$ cat src/rtl/write_through_buffer_pkg.sv
// Shared types for the write-through store buffer.
package write_through_buffer_pkg;

  // Kind of regfile write performed in a given cycle.
  typedef enum logic [1:0] {
    WR_NONE,
    WR_APPEND,
    WR_MERGE
  } wr_op_e;

endpackage

$ cat src/rtl/write_through_buffer_regfile.sv
// Entry storage for the write-through buffer: one synchronous write port with
// per-byte data enables and one asynchronous read port.
module wtb_regfile
  import write_through_buffer_pkg::*;
#(
  parameter int AW      = 30,
  parameter int DW      = 32,
  parameter int NB      = 4,
  parameter int DEPTH_W = 2
) (
  input  logic               clk,
  input  logic               we,
  input  logic [DEPTH_W-1:0] waddr,
  input  logic [NB-1:0]      wbe,
  input  logic [AW-1:0]      w_addr,
  input  logic [DW-1:0]      w_data,
  input  logic [NB-1:0]      w_strb,
  input  logic [DEPTH_W-1:0] raddr,
  output logic [AW-1:0]      r_addr,
  output logic [DW-1:0]      r_data,
  output logic [NB-1:0]      r_strb
);

  localparam int DEPTH = 2**DEPTH_W;

  logic [DEPTH-1:0][AW-1:0] addr_mem;
  logic [DEPTH-1:0][DW-1:0] data_mem;
  logic [DEPTH-1:0][NB-1:0] strb_mem;

  // Address and strobes are always rewritten whole; data only on enabled bytes.
  always_ff @(posedge clk) begin
    if (we) begin
      addr_mem[waddr] <= w_addr;
      strb_mem[waddr] <= w_strb;
      for (int b = 0; b < NB; b++) begin
        if (wbe[b]) data_mem[waddr][8*b +: 8] <= w_data[8*b +: 8];
      end
    end
  end

  assign r_addr = addr_mem[raddr];
  assign r_data = data_mem[raddr];
  assign r_strb = strb_mem[raddr];

endmodule

$ cat src/rtl/write_through_buffer.sv
// Store FIFO between the cache front-end and the AXI write channel.
// Optional write merging into the newest entry is enabled by WTB_MERGE_EN.
module write_through_buffer
  import write_through_buffer_pkg::*;
#(
  parameter int FE_ADDR_W = 32,
  parameter int FE_DATA_W = 32,
  parameter int DEPTH_W   = 2
) (
  input  logic                                   clk,
  input  logic                                   reset,
  input  logic                                   push,
  input  logic [FE_ADDR_W-$clog2(FE_DATA_W/8)-1:0] push_addr,
  input  logic [FE_DATA_W-1:0]                   push_wdata,
  input  logic [FE_DATA_W/8-1:0]                 push_wstrb,
  output logic                                   full,
  output logic                                   empty,
  output logic [DEPTH_W:0]                       level,
  output logic                                   valid,
  output logic [FE_ADDR_W-$clog2(FE_DATA_W/8)-1:0] addr,
  output logic [FE_DATA_W-1:0]                   wdata,
  output logic [FE_DATA_W/8-1:0]                 wstrb,
  input  logic                                   ready
);

  localparam int FE_NBYTES = FE_DATA_W/8;
  localparam int FE_BYTE_W = $clog2(FE_NBYTES);
  localparam int AW        = FE_ADDR_W - FE_BYTE_W;
  localparam int DEPTH     = 2**DEPTH_W;
  localparam int ENTRY_W   = AW + FE_DATA_W + FE_NBYTES;
  localparam logic [DEPTH_W:0] LVL_FULL = (DEPTH_W+1)'(DEPTH);

  logic [DEPTH_W-1:0]   wptr_q, wptr_d, rptr_q, rptr_d;
  logic [DEPTH_W:0]     level_q, level_d;
  logic [AW-1:0]        addr_q, addr_d;
  logic [FE_DATA_W-1:0] wdata_q, wdata_d;
  logic [FE_NBYTES-1:0] wstrb_q, wstrb_d;

  wr_op_e               wr_op;
  logic                 rd, merge_hit, we;
  logic [DEPTH_W-1:0]   waddr;
  logic [FE_NBYTES-1:0] wbe, w_strb;
  logic [AW-1:0]        rf_addr;
  logic [FE_DATA_W-1:0] rf_data;
  logic [FE_NBYTES-1:0] rf_strb;
  logic [ENTRY_W-1:0]   rd_entry;

  assign full  = (level_q == LVL_FULL);
  assign empty = (level_q == '0);
  assign valid = ~empty;
  assign level = level_q;
  assign addr  = addr_q;
  assign wdata = wdata_q;
  assign wstrb = wstrb_q;

  assign rd = valid & ready;

`ifdef WTB_MERGE_EN
  // Shadow of the newest entry's address/strobes, so the merge check does not
  // need a second regfile read port.
  logic [AW-1:0]        last_addr_q, last_addr_d;
  logic [FE_NBYTES-1:0] last_strb_q, last_strb_d;

  assign merge_hit = push & (level_q != '0) & ~(rd & (level_q == 1))
                   & (push_addr == last_addr_q);

  always_comb begin
    last_addr_d = last_addr_q;
    last_strb_d = last_strb_q;
    if (we) begin
      last_addr_d = push_addr;
      last_strb_d = w_strb;
    end
  end

  always_ff @(posedge clk or posedge reset) begin
    if (reset) begin
      last_addr_q <= '0;
      last_strb_q <= '0;
    end else begin
      last_addr_q <= last_addr_d;
      last_strb_q <= last_strb_d;
    end
  end
`else
  assign merge_hit = 1'b0;
`endif

  always_comb begin
    wr_op = WR_NONE;
    if (merge_hit)         wr_op = WR_MERGE;
    else if (push & ~full) wr_op = WR_APPEND;
    we = (wr_op != WR_NONE);

    // Appends write every data byte so stale bytes never leak out.
    waddr  = wptr_q;
    wbe    = '1;
    w_strb = push_wstrb;
`ifdef WTB_MERGE_EN
    if (wr_op == WR_MERGE) begin
      waddr  = wptr_q - 1'b1;
      wbe    = push_wstrb;
      w_strb = last_strb_q | push_wstrb;
    end
`endif
  end

  always_comb begin
    wptr_d  = wptr_q;
    rptr_d  = rptr_q;
    level_d = level_q;
    addr_d  = addr_q;
    wdata_d = wdata_q;
    wstrb_d = wstrb_q;

    if (wr_op == WR_APPEND) wptr_d = wptr_q + 1'b1;
    if (rd) begin
      rptr_d  = rptr_q + 1'b1;
      addr_d  = rd_entry[ENTRY_W-1 -: AW];
      wdata_d = rd_entry[FE_NBYTES +: FE_DATA_W];
      wstrb_d = rd_entry[FE_NBYTES-1:0];
    end

    case ({wr_op == WR_APPEND, rd})
      2'b10:   level_d = level_q + 1'b1;
      2'b01:   level_d = level_q - 1'b1;
      default: level_d = level_q;
    endcase
  end

  always_ff @(posedge clk or posedge reset) begin
    if (reset) begin
      wptr_q  <= '0;
      rptr_q  <= '0;
      level_q <= '0;
      addr_q  <= '0;
      wdata_q <= '0;
      wstrb_q <= '0;
    end else begin
      wptr_q  <= wptr_d;
      rptr_q  <= rptr_d;
      level_q <= level_d;
      addr_q  <= addr_d;
      wdata_q <= wdata_d;
      wstrb_q <= wstrb_d;
    end
  end

  assign rd_entry = {rf_addr, rf_data, rf_strb};

  wtb_regfile #(
    .AW      (AW),
    .DW      (FE_DATA_W),
    .NB      (FE_NBYTES),
    .DEPTH_W (DEPTH_W)
  ) u_regfile (
    .clk    (clk),
    .we     (we),
    .waddr  (waddr),
    .wbe    (wbe),
    .w_addr (push_addr),
    .w_data (push_wdata),
    .w_strb (w_strb),
    .raddr  (rptr_q),
    .r_addr (rf_addr),
    .r_data (rf_data),
    .r_strb (rf_strb)
  );

endmodule
$ cat config.mk
export PLATFORM = sky130hd
export DESIGN_NAME = write_through_buffer
export DESIGN_NICKNAME = d
export VERILOG_FILES = /design/src/rtl/write_through_buffer_pkg.sv /design/src/rtl/write_through_buffer_regfile.sv /design/src/rtl/write_through_buffer.sv
export SDC_FILE = /design/constraint.sdc
export NUM_CORES = 1
export LEC_CHECK = 0
export CORE_MARGIN = 5
export CORE_UTILIZATION = 52
export CTS_BUF_LIST = sky130_fd_sc_hd__clkbuf_8
export DETAILED_ROUTE_END_ITERATION = 8
export PLACE_DENSITY = 0.77
export REMOVE_ABC_BUFFERS = 1
export SYNTH_ARGS = -nofsm -noshare
export SYNTH_HDL_FRONTEND = slang
export SYNTH_SLANG_ARGS = --single-unit
$ cat constraint.sdc
create_clock -name clk -period 5.1 [get_ports clk]
set_clock_uncertainty 0.15 [all_clocks]
set_input_delay 0.51 -clock clk [delete_from_list [all_inputs] [get_ports clk]]
set_output_delay 0.51 -clock clk [all_outputs]
set_load 0.02 [all_outputs]
==> flow_metrics.tcl, run 1 <==
set metrics [dict create \
    outcome "completed" \
    cp-start-kind "flop" \
    use_met2_pct 28.0 \
    pre_cts_slack_ns 2.19 \
    synthCells 556 \
    async_reset_ff_share_pct 21.7 \
    grt_pass1_wl_mm 36.1 \
    coreArea_um2 24200 \
    num_antenna_cells 0 \
    drt_iter0_drc 393 \
    grt_pass1_vias 6564 \
    antenna_found_initial 2 \
    cts_buffer_depth 3 \
    place_area_um2 14400 \
    drc 0 \
    cts_setup_buffers 0 \
    path_class "flop to output pin" \
    ys_warn_count 0 \
    cts.reportedPaths.clkPinSlew_ns 0.06 \
    pwr-share-clk_pct 22.3 \
    insertion_delay_ns 0.55 \
    port_buffers 141 \
    num_rows 57 \
    wl_per_cell_um 20.6 \
    final_cell_area_um2 15300 \
    gp_congestion 0.730 \
    fin_ws_ns 2.39 \
    avgSynthCellArea_um2 22.8 \
    yosysTopAreaCellShare_pct 62.6 \
    power.internal_mw 6.40 \
    vias_per_cell 5.26 \
    cts_buffers 50 \
    met3_usage_pct 5.00 \
    ys_types 25 \
    crit_required_ns 4.44 \
    p_sw_mw 2.66 \
    pwr-share-seq_pct 47.1 \
    post-route-period-util_pct 53.1 \
    cts_resized 0 \
    top_usage_layer "met2" \
    critPathLaunch "level[0]" \
    syn_area_um2 12700 \
    ctsRootBufferMaster "clkbuf_8" \
    p_leak_nw 5.40 \
    firstDrtPassIters 4 \
    die_x_um 166 \
    ys_seq_area_share_pct 77.0 \
    pin_count 142 \
    hp-class "primary input to asynchronous set/reset pin" \
    synth_top_flop_cell "edfxtp_1" \
    ir_drop_mv 0.510 \
    relSlewSlack_pct 29.8 \
    setup_violations 0 \
    wirelength_mm 22.6 \
    crit_chain "or3_1 > inv_1 > clkdlybuf4s50_1" \
    p_sw_share_pct 29.4 \
    fin_crit_ns 2.71 \
    maxCapViolCount 0 \
    htreeDepth 2 \
    rsz0062_at_grt "no" \
    cts_sinks 337 \
    yosysTopAreaCell "edfxtp_1" \
    grt_max_degree 69 \
    synth_area_leaders "edfxtp_1 63%, dfrtp_1 14%, mux4_2 12%" \
    synth_edf_count 264 \
    syn2layout_area_growth_pct 21.0 \
    max_freq_ghz 0.369 \
    tns_ns 0 \
    register_area_um2 9760 \
    multi_input_area_um2 2730 \
    finalNetCount 805 \
    hold_viol 0 \
    gr-total-overflow 0 \
    comb_power_share_pct 30.6 \
    use_met1_pct 21.6 \
    start_util_pct 52.4 \
    fillers 1594 \
    tightest_slew_ns 1.05 \
    slowest_stage "clkdlybuf4s50_1" \
    die_h_um 166 \
    ys_seq_elements 337 \
    power_mw 9.06 \
    cts.hold.buffers_added 0 \
    powerDensity_nw_per_um2 591 \
    via_count 5757 \
    dp_hpwl_mm 13.4 \
    worstSetupEndpointType "output pin" \
    layout-drive-gt1-share_pct 27.4 \
    max_stage_delay_ns 0.60 \
    final_common_cell "edfxtp_1" \
    ant_nets 0 \
    fin_util_pct 63.4 \
    dieArea_um2 27600 \
    timing.rr.start "rptr_q[0]" \
    worst_ep_arrival_time_ns 2.05 \
    tritoncts "yes" \
    grtUsageTotal_pct 16.6 \
    final_cell_mix "264 x edfxtp_1, 141 x clkdlybuf4s50_1, 71 x dfrtp_1, 66 x mux4_2, 60 x clkbuf_8" \
    critPathMaxFanout 6 \
    final_max_slew_viol_count 0 \
]
## synth_stat cells, types with 3 or more instances
cell,instances
edfxtp_1,264
dfrtp_1,73
mux4_2,66
mux2_2,49
and2_1,36
mux2_4,18
buf_2,13
inv_1,8
ha_1,5
clkbuf_1,3
xnor2_1,3
xor2_1,3
## cell type report
class,count,area share [%]
flip-flops and latches,337,63.7
multi-input cells,188,17.8
repair buffers,144,9.36
clock buffers,60,5.39
well taps,324,2.65
clock inverters,34,0.890
inverters,8,0.204
## worst paths after layout
path                        endpoint  cells past startpoint  slack [ns]
hold / removal              addr[18]                      2        0.19
max in group asynchronous  rptr_q[1]                      3        3.51
setup / recovery               empty                      3        2.39
hold reg to reg             wdata[6]                      1        0.36
min in group clk            wdata[6]                      1        0.36
setup reg to reg           wdata[21]                      3        2.42
## cell families (layout without fill, tap and decap cells)
kind of cell / count (synthesis) / after routing / synth area share [%]
buf+inv: 31 / 246 / 1.54
xor+xnor: 6 / 6 / 0.415
flops: 337 / 337 / 77.0
simple gates: 41 / 41 / 2.00
fa+ha+maj: 6 / 6 / 0.652
compound gates: 1 / 1 / 0.0692
mux: 134 / 134 / 18.3
## registers in the layout, indices dropped and copies added (netlist names)
register,cells
u_regfile.addr_mem,120
wdata,32
rptr_q,2
u_regfile.strb_mem,16
wstrb,4
addr,30
waddr,2
u_regfile.data_mem,128
level,3
## power groups by stage
stage,Combinational [mW],Clock (mW),Sequential (mW)
detailed placement,2.82,0,4.34
global placement,2.76,0,4.29
global route,2.95,2.21,4.37
CTS,2.83,2.08,4.29
floorplan,1.47,0,4.59
finish,2.77,2.02,4.26
## worst max-delay path, delay by kind of cell (launching register included)
| family | cells | cell delay (ns) |
|---|---|---|
| simple gates | 1 | 0.41 |
| flops | 1 | 0.43 |
| buf+inv | 2 | 0.66 |
## routing by layer
layer	wire length [um]	up-vias
li1	-	2574
met1	9310	2986
met2	11400	166
met3	1530	27
met4	283	4
met5	27	-
## through the flow
step                      hold slack [ns]  std cells
after global routing                0.226       1095
after detailed placement            0.345       1001
final                               0.192       1095
after CTS                           0.199       1095
after floorplan                     0.384        533
after global placement              0.343       1001
Note: power is estimated with default switching activity, not from simulation.
==> run 2, diff against run 1 <==
--- a/config.mk
+++ b/config.mk
@@ -9,7 +9,7 @@
 export CORE_UTILIZATION = 52
 export CTS_BUF_LIST = sky130_fd_sc_hd__clkbuf_8
 export DETAILED_ROUTE_END_ITERATION = 8
-export PLACE_DENSITY = 0.77
+export PLACE_DENSITY = 0.8
 export REMOVE_ABC_BUFFERS = 1
 export SYNTH_ARGS = -nofsm -noshare
 export SYNTH_HDL_FRONTEND = slang
==> constraint.sdc (replaced) <==
create_clock -name clk -period 2.48 [get_ports clk]
set_clock_uncertainty 0.15 [all_clocks]
set_input_delay 0.248 -clock clk [delete_from_list [all_inputs] [get_ports clk]]
set_output_delay 0.248 -clock clk [all_outputs]
set_load 0.02 [all_outputs]
==> flow_metrics.tcl, run 2 (same netlist as run 1, synthesis figures left out) <==
set metrics [dict create \
    outcome "completed" \
    die_x_um 166 \
    grt_pass1_vias 6805 \
    path_class "flop to output pin" \
    multi_input_area_um2 2730 \
    cts.reportedPaths.clkPinSlew_ns 0.06 \
    grt_pass1_wl_mm 38.3 \
    cts_buffer_depth 3 \
    worst_ep_arrival_time_ns 1.94 \
    cts_sinks 337 \
    grtUsageTotal_pct 17.7 \
    pwr-share-seq_pct 44.4 \
    max_freq_ghz 0.428 \
    power.internal_mw 13.6 \
    wl_per_cell_um 21.5 \
    via_count 5952 \
    cts_buffers 52 \
    register_area_um2 9760 \
    p_sw_share_pct 29.3 \
    cts_setup_buffers 0 \
    hold_ws_ns 0.189 \
    die_h_um 166 \
    tightest_slew_ns 0.683 \
    num_antenna_cells 0 \
    htreeDepth 2 \
    post-route-period-util_pct 94.2 \
    dp_hpwl_mm 15.0 \
    p_sw_mw 5.64 \
    fin_crit_ns 2.34 \
    coreArea_um2 24200 \
    crit_family "buffers and inverters" \
    final_cell_mix "264 x edfxtp_1, 140 x clkdlybuf4s50_1, 71 x dfrtp_1, 66 x mux4_2, 59 x clkbuf_8" \
    final_common_cell "edfxtp_1" \
    cp-start-kind "flop" \
    top_register "u_regfile.data_mem" \
    drt_iter0_drc 334 \
    grt_max_degree 69 \
    final_max_slew_viol_count 0 \
    wirelength_mm 23.9 \
    pin_count 142 \
    hp-class "primary input to flop" \
    gr-total-overflow 0 \
    crit_required_ns 2.08 \
    instances_no_fill 1112 \
    tritoncts "yes" \
    worstSetupEndpointType "output pin" \
    fillers 1550 \
    comb_power_share_pct 32.9 \
    crit_buf_inv 1 \
    fin_util_pct 64.8 \
    p_leak_nw 5.57 \
    max_stage_delay_ns 0.55 \
    num_rows 57 \
    ir_drop_mv 0.954 \
    start_util_pct 52.4 \
    layout-drive-gt1-share_pct 29.2 \
    slowest_stage "clkdlybuf4s50_1" \
    insertion_delay_ns 0.54 \
    drc 0 \
    antenna_found_initial 1 \
    maxCapViolCount 0 \
    powerDensity_nw_per_um2 1230 \
    syn2layout_area_growth_pct 23.7 \
    ant_nets 0 \
    finalNetCount 822 \
    rsz0062_at_grt "no" \
    setup_violations 0 \
    firstDrtPassIters 4 \
    hold_viol 0 \
    gp_congestion 0.749 \
    pre_cts_slack_ns 0.250 \
    relSlewSlack_pct 54.4 \
    crit_chain "or3_1 > clkdlybuf4s50_1" \
    vias_per_cell 5.35 \
    largest_reg_flops 128 \
    fin_ws_ns 0.143 \
    pwr-share-clk_pct 22.7 \
    dieArea_um2 27600 \
    port_buffers 141 \
    tns_ns 0 \
    critPathMaxFanout 6 \
    ctsRootBufferMaster "clkbuf_8" \
    place_inst 1015 \
]
run 2: metrics by stage:
stage	total power, mW	instance area (um^2)
CTS	19.5	15700
detailed placement	15.1	14600
global route	20.3	15700
global placement	14.8	14600
floorplan	12.5	12500
finish	19.2	15700
run 2: final cells by class:
class	count	share of cell area, %
multi-input combinational	188	17.4
clock buffer	59	5.18
timing repair buffer	159	11.0
tap	324	2.59
clock inverter	37	1.32
inverter	8	0.200
sequential	337	62.3
run 2: final timing paths:
check,cells after the start,endpoint,start,slack [ns]
worst min-delay path,1,u_regfile.data_mem[55],push_wdata[23],0.19
worst max register to register,9,level[2],level[0],0.30
min in group asynchronous,3,wdata[23],reset,0.53
max in group asynchronous,4,rptr_q[1],reset,0.89
worst min register to register,1,wdata[20],wdata[20],0.36
worst max-delay path,2,valid,level[0],0.14
run 2: per-layer routing:
metal	GRT usage [%]	up-vias	share of wire, %
li1	-	2619	-
met5	0	-	0.042
met1	23.5	3109	41
met3	4.69	26	6.1
met4	4.30	2	1.2
met2	29.6	196	51
run 2: timing repair:
action                                  4_1_cts  5_1_grt
endpoints found under the setup margin        1        1
gates resized for setup                       1        1
gates cloned                                  0        0
hold buffers                                  1        0
hold endpoints to repair                     27        0
pin swaps                                     0        0
run 2: worst register-to-register path, delay by kind of cell (launching register included):
family	cells	cell delay, ns
flops	1	0.45
simple gates	3	0.49
buf+inv	2	0.13
fa+ha+maj	2	0.55
xor+xnor	2	0.33
run 2: power by group through the flow:
stage | Sequential, mW | Clock, mW | Combinational (mW)
after floorplan | 9.43 | 0 | 3.03
after global placement | 8.51 | 0 | 6.28
after detailed placement | 8.66 | 0 | 6.44
after CTS | 8.56 | 4.50 | 6.46
after global routing | 8.71 | 4.82 | 6.75
final | 8.53 | 4.37 | 6.33
==> run 3, diff against run 2 <==
--- a/config.mk
+++ b/config.mk
@@ -5,11 +5,12 @@
 export SDC_FILE = /design/constraint.sdc
 export NUM_CORES = 1
 export LEC_CHECK = 0
+export CORE_ASPECT_RATIO = 1.25
 export CORE_MARGIN = 5
-export CORE_UTILIZATION = 52
+export CORE_UTILIZATION = 45
 export CTS_BUF_LIST = sky130_fd_sc_hd__clkbuf_8
 export DETAILED_ROUTE_END_ITERATION = 8
-export PLACE_DENSITY = 0.8
+export PLACE_DENSITY = 0.71
 export REMOVE_ABC_BUFFERS = 1
 export SYNTH_ARGS = -nofsm -noshare
 export SYNTH_HDL_FRONTEND = slang
==> flow_metrics.tcl, run 3 (same netlist as run 1, synthesis figures left out) <==
set metrics [dict create \
    coreArea_um2 27700 \
    fin_ws_ns 0.100 \
    tns_ns 0 \
    pin_count 142 \
    grt_max_degree 69 \
    cp-start-kind "flop" \
    finalNetCount 828 \
    grtUsageTotal_pct 15.6 \
    via_count 5888 \
    hold_ws_ns 0.175 \
    final_common_cell "edfxtp_1" \
    gr-total-overflow 0 \
    fillers 2065 \
    path_class "flop to output pin" \
    dp_hpwl_mm 15.6 \
    cts_buffers 48 \
    p_leak_nw 5.59 \
    setup_violations 0 \
    syn2layout_area_growth_pct 24.4 \
    ir_drop_mv 1.06 \
    critPathMaxFanout 6 \
    grt_pass1_wl_mm 38.3 \
    crit_end "valid" \
    cts_sinks 337 \
    drc 0 \
    num_antenna_cells 0 \
    worstSetupEndpointType "output pin" \
    fin_crit_ns 2.38 \
    die_h_um 198 \
    final_max_slew_viol_count 0 \
    pre_cts_slack_ns 0.191 \
    powerDensity_nw_per_um2 1230 \
    gp_congestion 0.793 \
    critPathLaunch "level[0]" \
    maxCapViolCount 0 \
    antenna_found_initial 1 \
    cts.reportedPaths.clkPinSlew_ns 0.06 \
    rsz0062_at_grt "no" \
    relSlewSlack_pct 67.1 \
    largest_reg_flops 128 \
    final_cell_mix "264 x edfxtp_1, 140 x clkdlybuf4s50_1, 71 x dfrtp_1, 66 x mux4_2, 52 x clkbuf_8" \
    num_rows 68 \
    start_util_pct 45.7 \
    ant_nets 0 \
    cts_buffer_depth 3 \
    worst_ep_arrival_time_ns 1.98 \
    firstDrtPassIters 4 \
    grt_pass1_vias 6746 \
    worst-r2r-setup-slack_ns 0.29 \
    r2r_end "level[2]" \
    tritoncts "yes" \
    hold_viol 0 \
    place_inst 1051 \
    die_x_um 160 \
    timing.rr.start "level[0]" \
    tightest_slew_ns 0.494 \
    outcome "completed" \
    vias_per_cell 5.16 \
    wirelength_mm 24.0 \
    htreeDepth 2 \
    crit_required_ns 2.08 \
    hp-class "primary input to flop" \
    instances_no_fill 1140 \
    dieArea_um2 31600 \
    post-route-period-util_pct 95.9 \
    power_mw 19.3 \
    ctsRootBufferMaster "clkbuf_8" \
    max_freq_ghz 0.420 \
    port_buffers 141 \
    wl_per_cell_um 21.1 \
    insertion_delay_ns 0.56 \
    drt_iter0_drc 243 \
    layout-drive-gt1-share_pct 29.5 \
    final_cell_area_um2 15800 \
    place_area_um2 14700 \
    hold_start "push_addr[5]" \
    top_register "u_regfile.data_mem" \
    fin_util_pct 56.8 \
    reg2regPathDepth 9 \
]
==> run 3: cell types whose count changed in the layout (fill, tap and decap cells not counted) <==
| cell | before | now |
|---|---|---|
| buf_4 | 3 | 13 |
| bufinv_16 | 2 | 5 |
| clkbuf_8 | 59 | 52 |
| clkinv_1 | 6 | 8 |
| clkinv_2 | 10 | 5 |
| clkinvlp_4 | 1 | 2 |
| inv_1 | 26 | 23 |
| inv_4 | 0 | 1 |
==> run 3: where the power goes <==
group          switching [mW]  leakage [nW]  internal [mW]
registers               0.743          3.28           7.76
logic                    2.92          1.74           3.49
clock network            1.96         0.562           2.46
==> run 3: layer usage <==
layer	vias to the layer above	wire length (um)	track usage [%]
met5	-	11	0
met4	2	390	4.49
met3	37	1220	3.65
met2	156	12700	27.2
met1	3068	9740	19.7
li1	2625	-	-
==> run 3: worst min path at each step <==
stage / endpoint / slack, ns / cells past startpoint
2_1_floorplan: u_regfile.addr_mem[0] / 0.20 / 0
3_3_place_gp: addr[9] / 0.34 / 1
3_5_place_dp: addr[7] / 0.34 / 1
4_1_cts: u_regfile.addr_mem[5] / 0.13 / 1
5_1_grt: u_regfile.addr_mem[65] / 0.15 / 1
6_report: u_regfile.addr_mem[65] / 0.18 / 1
==> run 3: timing repair <==
item | CTS | global route
setup buffers | 0 | 0
gates resized for setup | 1 | 1
hold endpoints to repair | 25 | 0
hold buffers | 1 | 0
gates cloned | 0 | 0
setup endpoints to repair | 1 | 1
==> run 3: critical path: stages, from the launching register on <==
cell and delay (ns):
dfrtp_1 0.45, or3_1 0.43, clkdlybuf4s50_1 0.56
==> run 3: layout make-up <==
cell class,count,area [um^2],share of cell area (%)
clock buffer,52,716,4.54
clock inverter,36,280,1.78
inverter,8,32.5,0.206
multi-input combinational,188,2730,17.3
sequential,337,9760,62.0
tap,350,438,2.78
timing repair buffer,169,1800,11.4
